<file path="config.mk">
export PLATFORM = sky130hd
export DESIGN_NAME = vector_compare_sequencer
export DESIGN_NICKNAME = d
export VERILOG_FILES = /design/src/rtl/vec_pkg.sv /design/src/rtl/is_equal.sv /design/src/rtl/vector_compare_sequencer.sv
export SDC_FILE = /design/constraint.sdc
export NUM_CORES = 1
export LEC_CHECK = 0
export CORE_ASPECT_RATIO = 1.1
export CORE_MARGIN = 8
export CORE_UTILIZATION = 43
export CTS_CLUSTER_SIZE = 12
export DETAILED_ROUTE_END_ITERATION = 12
export GPL_TIMING_DRIVEN = 0
export HOLD_SLACK_MARGIN = 0.05
export PLACE_DENSITY = 0.74
export SYNTH_ARGS = -nofsm -noshare
export SYNTH_HDL_FRONTEND = slang
export SYNTH_SLANG_ARGS = --single-unit
</file>
<file path="constraint.sdc">
create_clock -name CLK -period 29.3 [get_ports CLK]
set_input_delay 4.395 -clock CLK [delete_from_list [all_inputs] [get_ports CLK]]
set_output_delay 4.395 -clock CLK [all_outputs]
set_load 0.005 [all_outputs]
</file>
<file path="src/rtl/vec_pkg.sv">
// Shared definitions for the vector datapath units: default lane geometry
// and the comparison sequencer state encoding.
package vec_pkg;

   localparam int VEC_WIDTH = 32;
   localparam int VEC_LANES = 8;

   typedef enum logic [1:0] {
      CMP_IDLE    = 2'd0,
      CMP_COMPARE = 2'd1,
      CMP_REPORT  = 2'd2
   } cmp_state_t;

endpackage

</file>
<file path="src/rtl/is_equal.sv">
// Single-lane equality comparator. EQUAL is forced low while ENABLE is low
// so an idle comparator never reports a spurious match.
module is_equal #(
   parameter int WIDTH = 32
) (
   input  logic             ENABLE,
   input  logic [WIDTH-1:0] DATA_IN_1,
   input  logic [WIDTH-1:0] DATA_IN_2,
   output logic             EQUAL
);

   always_comb begin
      EQUAL = ENABLE && (DATA_IN_1 == DATA_IN_2);
   end

endmodule

</file>
<file path="src/rtl/vector_compare_sequencer.sv">
// Walks one is_equal comparator across all lanes of two latched operand
// vectors and reports a per-lane match mask plus all/any summary flags.
module vector_compare_sequencer
   import vec_pkg::*;
#(
   parameter int WIDTH = VEC_WIDTH,
   parameter int LANES = VEC_LANES
) (
   input  logic                   CLK,
   input  logic                   RESET,
   input  logic                   START,
   input  logic [LANES*WIDTH-1:0] VEC_A,
   input  logic [LANES*WIDTH-1:0] VEC_B,
   output logic                   BUSY,
   output logic                   DONE,
   output logic [LANES-1:0]       MASK,
   output logic                   ALL_EQUAL,
   output logic                   ANY_EQUAL,
   output logic [1:0]             DEBUG_STATE
);

   localparam int IDX_W = $clog2(LANES);
   localparam logic [IDX_W-1:0] LAST_IDX = IDX_W'(LANES - 1);

   localparam logic [1:0] S_IDLE    = CMP_IDLE;
   localparam logic [1:0] S_COMPARE = CMP_COMPARE;
   localparam logic [1:0] S_REPORT  = CMP_REPORT;

   logic [1:0]             state;
   logic [IDX_W-1:0]       idx;
   logic [LANES*WIDTH-1:0] op_a;
   logic [LANES*WIDTH-1:0] op_b;
   logic [WIDTH-1:0]       lane_a;
   logic [WIDTH-1:0]       lane_b;
   logic                   cmp_enable;
   logic                   lane_equal;
   logic [LANES-1:0]       next_mask;

   // Handshake: START is a request sampled only while BUSY is low; there is
   // no backpressure, and results are meaningful only in the single DONE cycle.
   assign BUSY        = (state != S_IDLE);
   assign DONE        = (state == S_REPORT);
   assign DEBUG_STATE = state;
   assign cmp_enable  = (state == S_COMPARE);

   // Lane select from the latched operands; zero outside COMPARE.
   always_comb begin
      lane_a = '0;
      lane_b = '0;
      for (int i = 0; i < LANES; i++) begin
         if (cmp_enable && (idx == IDX_W'(i))) begin
            lane_a = op_a[i*WIDTH +: WIDTH];
            lane_b = op_b[i*WIDTH +: WIDTH];
         end
      end
   end

   is_equal #(.WIDTH(WIDTH)) u_is_equal (
      .ENABLE    (cmp_enable),
      .DATA_IN_1 (lane_a),
      .DATA_IN_2 (lane_b),
      .EQUAL     (lane_equal)
   );

   always_comb begin
      next_mask = MASK | (LANES'(lane_equal) << idx);
   end

   always_ff @(posedge CLK) begin
      if (RESET) begin
         state     <= S_IDLE;
         idx       <= '0;
         MASK      <= '0;
         ALL_EQUAL <= 1'b0;
         ANY_EQUAL <= 1'b0;
      end else begin
         case (state)
            S_IDLE: begin
               if (START) begin
                  op_a      <= VEC_A;
                  op_b      <= VEC_B;
                  idx       <= '0;
                  MASK      <= '0;
                  ALL_EQUAL <= 1'b0;
                  ANY_EQUAL <= 1'b0;
                  state     <= S_COMPARE;
               end
            end
            S_COMPARE: begin
               MASK <= next_mask;
               // Flags come from the completed mask on the last-lane edge.
               if (idx == LAST_IDX) begin
                  ALL_EQUAL <= &next_mask;
                  ANY_EQUAL <= |next_mask;
                  state     <= S_REPORT;
               end else begin
                  idx <= idx + 1'b1;
               end
            end
            S_REPORT: begin
               state <= S_IDLE;
            end
            default: begin
               state <= S_IDLE;
            end
         endcase
      end
   end

endmodule
</file>
==> impl_metrics.json <==
{
  "cp.arrival_ns": 8.11,
  "fin_crit_ns": 7.61,
  "synth_edf_count": 512,
  "async_flop_share_pct": 0,
  "required_ns": 29.80,
  "path_cells": "buf_4, buf_4, clkbuf_1, inv_1, ha_1, buf_4, nand3b_1, nor2_2, clkbuf_1, a221oi_1, o21ai_0, xor2_1, nor4_1, nand3_1, nor4_1, a21boi_0, a21oi_1, o31ai_1",
  "hold_class": "register to register",
  "fmax_mhz": 131,
  "relSlewSlack_pct": 6.91,
  "syn_inst": 1431,
  "drt-initial-drc-count": 2180,
  "criticalPathCategory": "register to register",
  "final_core_utilization_pct": 60.0,
  "ys.flop_type": "edfxtp_1",
  "placed_area_sq_mm": 0.0278,
  "gr-total-overflow": 0,
  "syn_area_sq_mm": 0.0213,
  "postCtsHoldBufs": 0,
  "synth_area_leader_cell": "edfxtp_1",
  "startpoint": "idx[2]",
  "grt_pass1_wl_microns": 122000,
  "drt_wl_total_microns": 88100,
  "setup_tns_ns": 0,
  "grt_pass1_vias": 17096,
  "final_hold_viol_count": 0,
  "clockRootBuffer": "clkbuf_16",
  "antenna_found_initial": 26,
  "worstSetupEndpointType": "register",
  "numCtsBuffers": 54,
  "placed_cells": 2627,
  "vias": 16627,
  "status": "complete, no violations",
  "leakage_uw": 0.00971,
  "ys_types": 73,
  "wl_per_cell_microns": 32.1,
  "worstSetupStartpointType": "register",
  "regToRegStartpoint": "idx[2]",
  "critical-path-top-delay-family": "simple AND/OR/NAND/NOR gates",
  "clock-sinks": 527,
  "grt_max_degree": 39,
  "synth.area.top_cells": "edfxtp_1 72%, o21ai_0 3.0%, a21oi_1 2.5%",
  "power.density_mw_per_mm2": 57.0,
  "syn_nets": 1952,
  "final_cells": 2741,
  "gp_congestion": 0.897,
  "fin_nets": 2552,
  "skew_ns": 0.0301,
  "clock_latency_ns": 0.62,
  "cts.repair.resized": 0,
  "setup_violations": 0,
  "fin_ws_ns": 21.69,
  "synth.most_common_cell": "edfxtp_1",
  "path_buf_inv": 6,
  "slew_violations": 0,
  "first_pass_iters": 6,
  "dpl.hpwl_microns": 65200,
  "cts_tree": "done",
  "vias_per_cell": 6.07,
  "yosys_warnings": 0,
  "maxCapViolCount": 0,
  "crit_top_cell": "buf_4",
  "netlist_top_cells_count": "512 x edfxtp_1, 126 x o21ai_0, 108 x a21oi_1",
  "crit_path_top_delay_cell": "nor4_1",
  "netlist.area_leader.share_pct": 72.0,
  "die_h_microns": 250,
  "avgSynthCellArea_sq_um": 14.9,
  "htreeDepth": 2,
  "cts_buffer_depth": 3,
  "numPortBuffers": 527,
  "drtAntennaViolNets": 0,
  "core_region_area_sq_mm": 0.0490,
  "tightestPinTransition_ns": 1.40,
  "cp_max_fo": 10,
  "area_delta_synth_final_pct": 37.9,
  "ys_ff_latch": 527,
  "path_clk_slew_ns": 0.07,
  "die_width_microns": 228,
  "drive_above_1_share_pct": 8.13,
  "postCtsSetupBuffers": 0,
  "ys_seq_area_share_pct": 73.4,
  "track_usage_pct": 29.7,
  "die_area_sq_mm": 0.0570,
  "rows": 85,
  "post-route-period-util_pct": 26.0,
  "hp-start": "MASK[2]",
  "cpPeakStageDelay_ns": 1.00,
  "dp_slack_ns": 21.69,
  "io_pins": 529,
  "stdcell_area_sq_mm": 0.0294,
  "initial_core_util_pct": 43.5,
  "drc": 0,
  "rsz0062_at_grt": "false",
  "vdd_ir_drop_max_mv": 0.0510
}
-- area by class of cell --
type / instances / area [sq um]
sequential: 527 / 15700
clock buffer: 71 / 1440
multi-input combinational: 782 / 5170
antenna: 23 / 57.6
timing repair buffer: 544 / 5660
fill: 3718 / 19600
buffer: 109 / 462
clock inverter: 20 / 108
tap: 652 / 816
inverter: 13 / 48.8
-- state kept, by name (all words and copies together) (netlist names) --
signal / flops
DEBUG_STATE: 2
ANY_EQUAL: 1
op_a: 256
idx: 3
ALL_EQUAL: 1
MASK: 8
op_b: 256
-- path summary, 6_finish.rpt --
check / endpoint / slack, ns / cells past startpoint
max: ALL_EQUAL / 21.69 / 18
max reg2reg: ALL_EQUAL / 21.69 / 18
min: MASK[2] / 0.53 / 2
min reg2reg: MASK[2] / 0.53 / 2
-- metrics by stage --
step | hold WS [ns] | power, uW
3_3_place_gp | 0.505 | 1080
4_1_cts | 0.528 | 1680
5_1_grt | 0.560 | 1720
3_5_place_dp | 0.515 | 1060
2_1_floorplan | 0.485 | 964
6_report | 0.534 | 1680
-- power by group --
| group | switching, uW | internal (uW) | leakage, uW |
|---|---|---|---|
| Sequential | 9.44 | 861 | 0.00486 |
| Combinational | 85.2 | 90.7 | 0.00409 |
| Clock | 289 | 342 | 0.000752 |
| Total | 383 | 1290 | 0.00971 |
-- cell families after synthesis --
family / synth area share (%)
simple gates: 6.25
compound gates: 16.3
mux: 0.205
buf+inv: 2.39
flops: 73.4
xor+xnor: 1.03
fa+ha+maj: 0.352
-- worst register-to-register path, delay by kind of cell, from the launching register on --
family	cells	cell delay (ns)
compound gates	5	1.23
buf+inv	6	2.03
fa+ha+maj	1	0.18
simple gates	5	3.47
flops	1	0.37
xor+xnor	1	0.25
-- cells in the final DEF, fill, tap and decap left out, types with 12 or more instances in the layout --
master and instances:
dfxtp_1 15, a221o_1 12, a32oi_1 15, diode_2 23, clkinv_1 12, a31oi_1 17
buf_2 24, o22ai_1 21, clkbuf_1 86, a21o_1 12, clkdlybuf4s50_1 527, nand2_1 58
nor2b_1 21, o21ai_0 126, edfxtp_1 512, a21oi_1 108, xor2_1 25, a22oi_1 41
a221oi_1 39, nor2_1 62, clkbuf_16 55, o221a_2 32
-- metal layers --
layer / up-vias / GRT usage [%] / wire, microns
met1: 8152 / 35.6 / 32200
li1: 7005 / - / -
met4: 12 / 13.7 / 3970
met3: 252 / 8.08 / 8970
met5: - / 0 / 82
met2: 1206 / 49.6 / 42900
No activity file was read; power rests on OpenSTA's default activity.
